**src/rtl/braille_cell_driver.sv**
```systemverilog
// Small synchronous FIFO with power-of-two depth and a registered occupancy count.
// Latency: a pushed entry is visible at the head on the cycle after the push.
// Backpressure: a push while full or a pop while empty is ignored; the caller gates on full/empty.
module braille_fifo #(
    parameter int W     = 8,
    parameter int DEPTH = 4
) (
    input  logic         clk,
    input  logic         reset_n,
    input  logic         push_vld,
    input  logic [W-1:0] push_dat,
    input  logic         pop_rdy,
    output logic [W-1:0] pop_dat,
    output logic         full,
    output logic         empty
);
    localparam int AW = $clog2(DEPTH);
    localparam logic [AW:0] FULL_CNT = (AW+1)'(DEPTH);

    logic [W-1:0]  mem [DEPTH];
    logic [AW-1:0] wr_ptr;
    logic [AW-1:0] rd_ptr;
    logic [AW:0]   count;
    logic          do_push;
    logic          do_pop;

    assign full    = (count == FULL_CNT);
    assign empty   = (count == '0);
    assign do_push = push_vld & ~full;
    assign do_pop  = pop_rdy & ~empty;
    assign pop_dat = mem[rd_ptr];

    always_ff @(posedge clk) begin
        if (do_push) mem[wr_ptr] <= push_dat;
    end

    // Pointers wrap naturally because DEPTH is a power of two.
    always_ff @(posedge clk) begin
        if (!reset_n) begin
            wr_ptr <= '0;
            rd_ptr <= '0;
            count  <= '0;
        end else begin
            if (do_push) wr_ptr <= wr_ptr + 1'b1;
            if (do_pop)  rd_ptr <= rd_ptr + 1'b1;
            case ({do_push, do_pop})
                2'b10:   count <= count + 1'b1;
                2'b01:   count <= count - 1'b1;
                default: count <= count;
            endcase
        end
    end
endmodule

// Queues ASCII letters and drives each as a 6-dot Braille cell for HOLD_CYCLES, then blanks for GAP_CYCLES.
// Latency: a character strobed into an idle, empty driver is on the dots one cycle after it is sampled.
// Backpressure: none upstream; characters arriving while the queue is full are dropped and flagged on o_drop.
module braille_cell_driver #(
    parameter int HOLD_CYCLES = 1000,
    parameter int GAP_CYCLES  = 200,
    parameter int FIFO_DEPTH  = 4
) (
    input  logic       clk,
    input  logic       reset_n,
    input  logic       i_valid,
    input  logic [7:0] i_alpha,
    output logic [5:0] o_dots,
    output logic       o_dots_valid,
    output logic       o_busy,
    output logic       o_full,
    output logic       o_drop,
    output logic       o_err
);
    localparam int MAXC = (HOLD_CYCLES > GAP_CYCLES) ? HOLD_CYCLES : GAP_CYCLES;
    localparam int CW   = (MAXC > 1) ? $clog2(MAXC) : 1;
    localparam logic [CW-1:0] HOLD_LOAD = CW'(HOLD_CYCLES - 1);
    localparam logic [CW-1:0] GAP_LOAD  = CW'(GAP_CYCLES - 1);

    typedef enum logic [1:0] {IDLE, HOLD, GAP} state_t;

    state_t        state;
    logic [CW-1:0] cnt;
    logic          is_upper;
    logic          is_lower;
    logic          is_space;
    logic          supported;
    logic          fifo_full;
    logic          fifo_empty;
    logic          pop_rdy;
    logic [7:0]    head_dat;

    assign is_upper  = (i_alpha >= 8'h41) && (i_alpha <= 8'h5A);
    assign is_lower  = (i_alpha >= 8'h61) && (i_alpha <= 8'h7A);
    assign is_space  = (i_alpha == 8'h20);
    assign supported = is_upper | is_lower | is_space;
    assign pop_rdy   = (state == IDLE) & ~fifo_empty;

    // Raw codes are queued; case folding and the dot lookup happen on dequeue.
    function automatic logic [5:0] dot_pattern(input logic [7:0] c);
        logic [7:0] lc;
        lc = c | 8'h20;
        case (lc)
            8'h61: dot_pattern = 6'h01;  8'h62: dot_pattern = 6'h03;
            8'h63: dot_pattern = 6'h09;  8'h64: dot_pattern = 6'h19;
            8'h65: dot_pattern = 6'h11;  8'h66: dot_pattern = 6'h0B;
            8'h67: dot_pattern = 6'h1B;  8'h68: dot_pattern = 6'h13;
            8'h69: dot_pattern = 6'h0A;  8'h6A: dot_pattern = 6'h1A;
            8'h6B: dot_pattern = 6'h05;  8'h6C: dot_pattern = 6'h07;
            8'h6D: dot_pattern = 6'h0D;  8'h6E: dot_pattern = 6'h1D;
            8'h6F: dot_pattern = 6'h15;  8'h70: dot_pattern = 6'h0F;
            8'h71: dot_pattern = 6'h1F;  8'h72: dot_pattern = 6'h17;
            8'h73: dot_pattern = 6'h0E;  8'h74: dot_pattern = 6'h1E;
            8'h75: dot_pattern = 6'h25;  8'h76: dot_pattern = 6'h27;
            8'h77: dot_pattern = 6'h3A;  8'h78: dot_pattern = 6'h2D;
            8'h79: dot_pattern = 6'h3D;  8'h7A: dot_pattern = 6'h35;
            default: dot_pattern = 6'h00;
        endcase
    endfunction

    braille_fifo #(.W(8), .DEPTH(FIFO_DEPTH)) u_fifo (
        .clk      (clk),
        .reset_n  (reset_n),
        .push_vld (i_valid & supported),
        .push_dat (i_alpha),
        .pop_rdy  (pop_rdy),
        .pop_dat  (head_dat),
        .full     (fifo_full),
        .empty    (fifo_empty)
    );

    assign o_full = fifo_full;
    assign o_busy = (state != IDLE) | ~fifo_empty;

    always_ff @(posedge clk) begin
        if (!reset_n) begin
            state        <= IDLE;
            cnt          <= '0;
            o_dots       <= '0;
            o_dots_valid <= 1'b0;
            o_drop       <= 1'b0;
            o_err        <= 1'b0;
        end else begin
            o_drop <= i_valid & supported & fifo_full;
            o_err  <= i_valid & ~supported;
            case (state)
                IDLE: begin
                    if (!fifo_empty) begin
                        o_dots       <= dot_pattern(head_dat);
                        o_dots_valid <= 1'b1;
                        cnt          <= HOLD_LOAD;
                        state        <= HOLD;
                    end
                end
                HOLD: begin
                    if (cnt == '0) begin
                        o_dots       <= '0;
                        o_dots_valid <= 1'b0;
                        cnt          <= GAP_LOAD;
                        state        <= GAP;
                    end else begin
                        cnt <= cnt - 1'b1;
                    end
                end
                GAP: begin
                    if (cnt == '0) state <= IDLE;
                    else           cnt   <= cnt - 1'b1;
                end
                default: state <= IDLE;
            endcase
        end
    end
endmodule

```
**config.mk**
```make
export PLATFORM = sky130hd
export DESIGN_NAME = braille_cell_driver
export DESIGN_NICKNAME = d
export VERILOG_FILES = /design/src/rtl/braille_cell_driver.sv
export SDC_FILE = /design/constraint.sdc
export NUM_CORES = 1
export LEC_CHECK = 0
export CORE_MARGIN = 2
export CORE_UTILIZATION = 55
export CTS_CLUSTER_SIZE = 12
export DETAILED_ROUTE_END_ITERATION = 10
export PLACE_DENSITY = 0.76
export SLEW_MARGIN = 20
export SYNTH_ARGS = -nofsm -noshare
export SYNTH_HDL_FRONTEND = slang
export SYNTH_SLANG_ARGS = --single-unit
```
**constraint.sdc**
```tcl
create_clock -name clk -period 4.1 [get_ports clk]
set_input_delay 0.615 -clock clk [delete_from_list [all_inputs] [get_ports clk]]
set_output_delay 0.615 -clock clk [all_outputs]
set_load 0.03 [all_outputs]
```
==> flow_summary.toml <==
[power]
seqPwrFrac_pct = 36.8
leakagePower_nw = 1.25
power_density_nw_per_um2 = 614
p_sw_share_pct = 38.7
clkPwrFrac_pct = 21.1
vdd_drop_max_uv = 516
power_frac_comb_pct = 42.0
p_int_mw = 1.27
p_sw_mw = 0.803

[setup_path]
crit_path_start_kind = "input pin"
arrival_ns = 3.44
cpMostUsedCell = "inv_1"
cpMaxStageDelayCell = "or4_1"
crit_path_end_kind = "register"
rrSetupSlack_ns = 1.69
cp.required_ns = 4.35
critPathTopFamily = "simple AND/OR/NAND/NOR gates"
path_max_fanout = 6
path_cells = "clkdlybuf4s50_1 > or4_1 > nor2_1 > mux2i_1 > nor3b_1 > inv_1 > ha_1 > inv_1 > fa_1 > xor2_1 > or3_1 > a21boi_0"
max_stage_delay_ns = 0.53
path_class = "input pin to register"
worst-path-buf-inv = 3

[sta]
fmax_mhz = 313
fin_tns_setup_ns = 0
skew_ns = 0.00953
fin_crit_sh_pct = 77.8
slew-limit-headroom_pct = 40.4
rsz0062_at_grt = "no"
hold_viol = 0
setup_viol = 0
tightest_slew_ns = 0.892
final_max_slew_viol_count = 0
period_needed_ns = 3.19

[placement]
routabilityCongestion = 0.878
placed_area_um2 = 3210
portBuffers = 21
place_hpwl_mm = 3.86

[clock_tree]
hold_buffers = 0
clock_path_buffers = 2
post_cts_resized = 0
clkTransAtPathRegs_ns = 0.06
clock-sinks = 58
clk-insertion-delay-late_ns = 0.33
htreeDepth = 3
tritoncts = "done"
cts_root_buffer = "clkbuf_8"
postCtsSetupBuffers = 0
cts_buffers = 9

[global_routing]
grt_use_total_pct = 19.9
grt_max_degree = 30
antenna_found_initial = 0
grt_pass1_wl_mm = 9.26
grt_overflow = 0
grt_pass1_vias = 1927

[logic_synthesis]
synth_cells = 285
synth_cell_type_count = 51
synth_top_area_share_pct = 28.4
yosysTopAreaCell = "edfxtp_1"
yosysSeqAreaShare_pct = 48.6
synth-edff-count = 28
synth_area_leaders = "edfxtp_1 (28%), dfxtp_1 (20%), ha_1 (7.6%)"
ys_ff_latch = 58
syn_nets = 315
syn-cell-area_um2 = 2970
syn_area_per_cell_um2 = 10.4
yosysWarnings = 0
synth-main-ff-cell = "dfxtp_1"
async_reset_ff_share_pct = 0

[drt]
ant_nets = 0
drt_iter0_drc = 141
via_per_inst = 5.62
firstDrtPassIters = 4
wl_per_cell_um = 14.6
drcViolationCount = 0
wirelength_mm = 5.57
num_vias = 2142

[cells_and_area]
fin_area_um2 = 3380
final_nets = 336
fill_cells = 428
area.growth.synth_to_final_pct = 13.9
drive_gt1_share_pct = 7.72
final_util_pct = 65.7
n_antenna_cell = 0

[floorplan]
start_util_pct = 57.7
fp.coreArea_um2 = 5140
chipWidth_um = 77.4
rows = 26
die_h_um = 77.4
die_area_um2 = 5990
io_pins = 22

[min_path]
hold_path.class = "register to register"

[run_status]
status = "completed"

[run]
max_cap_viol_count = 0
==> registers in the layout (all words and copies together) (netlist names), named ones only <==
name / flops
u_fifo.mem: 28
cnt: 10
o_dots: 6
u_fifo.count: 3
state: 2
u_fifo.rd_ptr: 2
u_fifo.wr_ptr: 2
o_dots_valid: 1
o_drop: 1
o_err: 1
==> kinds of logic after synthesis <==
logic type / Yosys count / share of synthesized area [%]
AOI/OAI and AO/OA: 73 / 16.7
xor gates and xnor gates: 4 / 1.18
adders and majority gates: 19 / 8.27
buffers and inverters: 37 / 5.11
DFF: 58 / 48.6
muxes: 10 / 5.53
and+or+nand+nor: 84 / 14.6
==> worst paths after layout <==
| path | from | endpoint | cells past startpoint |
|---|---|---|---|
| hold reg to reg | o_dots[4]$_SDFFE_PN0P_ | o_dots[4]$_SDFFE_PN0P_ | 1 |
| setup reg to reg | register | o_dots[3]$_SDFFE_PN0P_ | 6 |
| setup / recovery | i_alpha[2] | u_fifo.count[2]$_SDFFE_PN0P_ | 12 |
| hold / removal | o_dots[4]$_SDFFE_PN0P_ | o_dots[4]$_SDFFE_PN0P_ | 1 |
==> area by class of cell <==
class	count	area, um2	share of cell area, %
flip-flops and latches	58	1440	42.7
well taps	70	87.6	2.59
inverters	25	93.8	2.78
clock inverters	4	18.8	0.556
multi-input cells	190	1370	40.6
repair buffers	22	218	6.45
clock buffers	12	145	4.30
==> power groups by stage <==
| stage | Combinational, mW | Clock [mW] | Sequential (mW) |
|---|---|---|---|
| global route | 0.970 | 0.476 | 0.780 |
| global placement | 0.848 | 0 | 0.771 |
| finish | 0.871 | 0.438 | 0.763 |
| detailed placement | 0.861 | 0 | 0.772 |
| CTS | 0.867 | 0.449 | 0.764 |
| floorplan | 0.673 | 0 | 0.760 |
==> metrics by stage <==
step | setup WS (ns) | hold WS [ns] | total power, mW | cells
6_report | 0.909 | 0.469 | 2.07 | 381
5_1_grt | 0.628 | 0.492 | 2.23 | 381
4_1_cts | 0.909 | 0.471 | 2.08 | 381
3_5_place_dp | 0.563 | 0.454 | 1.63 | 365
3_3_place_gp | 0.673 | 0.454 | 1.62 | 365
2_1_floorplan | 1.01 | 0.453 | 1.43 | 285
==> Yosys cell counts, types with 2 or more instances <==
cell / number
nand2b_1: 5
edfxtp_1: 28
or3_1: 2
a21boi_1: 5
inv_1: 25
a21boi_0: 2
a21oi_1: 15
nor3b_1: 3
o221ai_1: 2
nor2_1: 21
o31ai_1: 2
mux2i_1: 4
o22ai_1: 5
nor2b_1: 5
ha_1: 18
nand2_1: 20
o21ai_1: 2
nand3_1: 2
dfxtp_1: 30
nor4_1: 2
a21o_1: 2
a32o_1: 2
xnor2_1: 3
or4_1: 4
a22oi_1: 2
a22o_1: 3
nor3_1: 5
o21ai_0: 18
mux4_2: 5
o211ai_1: 3
and2_1: 12
clkbuf_1: 9
==> worst register-to-register path: stages (launching register included) <==
cell	delay, ns
dfxtp_1	0.57
mux4_2	0.64
inv_1	0.17
ha_1	0.30
mux2_2	0.28
o221ai_1	0.21
a32o_1	0.19
==> routing by layer <==
layer,GRT usage (%),wire [um]
met4,8.04,78
met3,5.58,247
met1,27.5,2740
met5,0,0
met2,29.5,2500
==> placed cells by master, fill, tap and decap left out, types with 10 or more instances in the layout <==
cell,instances
nor2_1,21
inv_1,25
clkbuf_8,10
a21oi_1,15
clkdlybuf4s50_1,21
edfxtp_1,28
and2_1,12
o21ai_0,18
ha_1,18
dfxtp_1,30
nand2_1,20
Power figures use the tool's default switching activity.
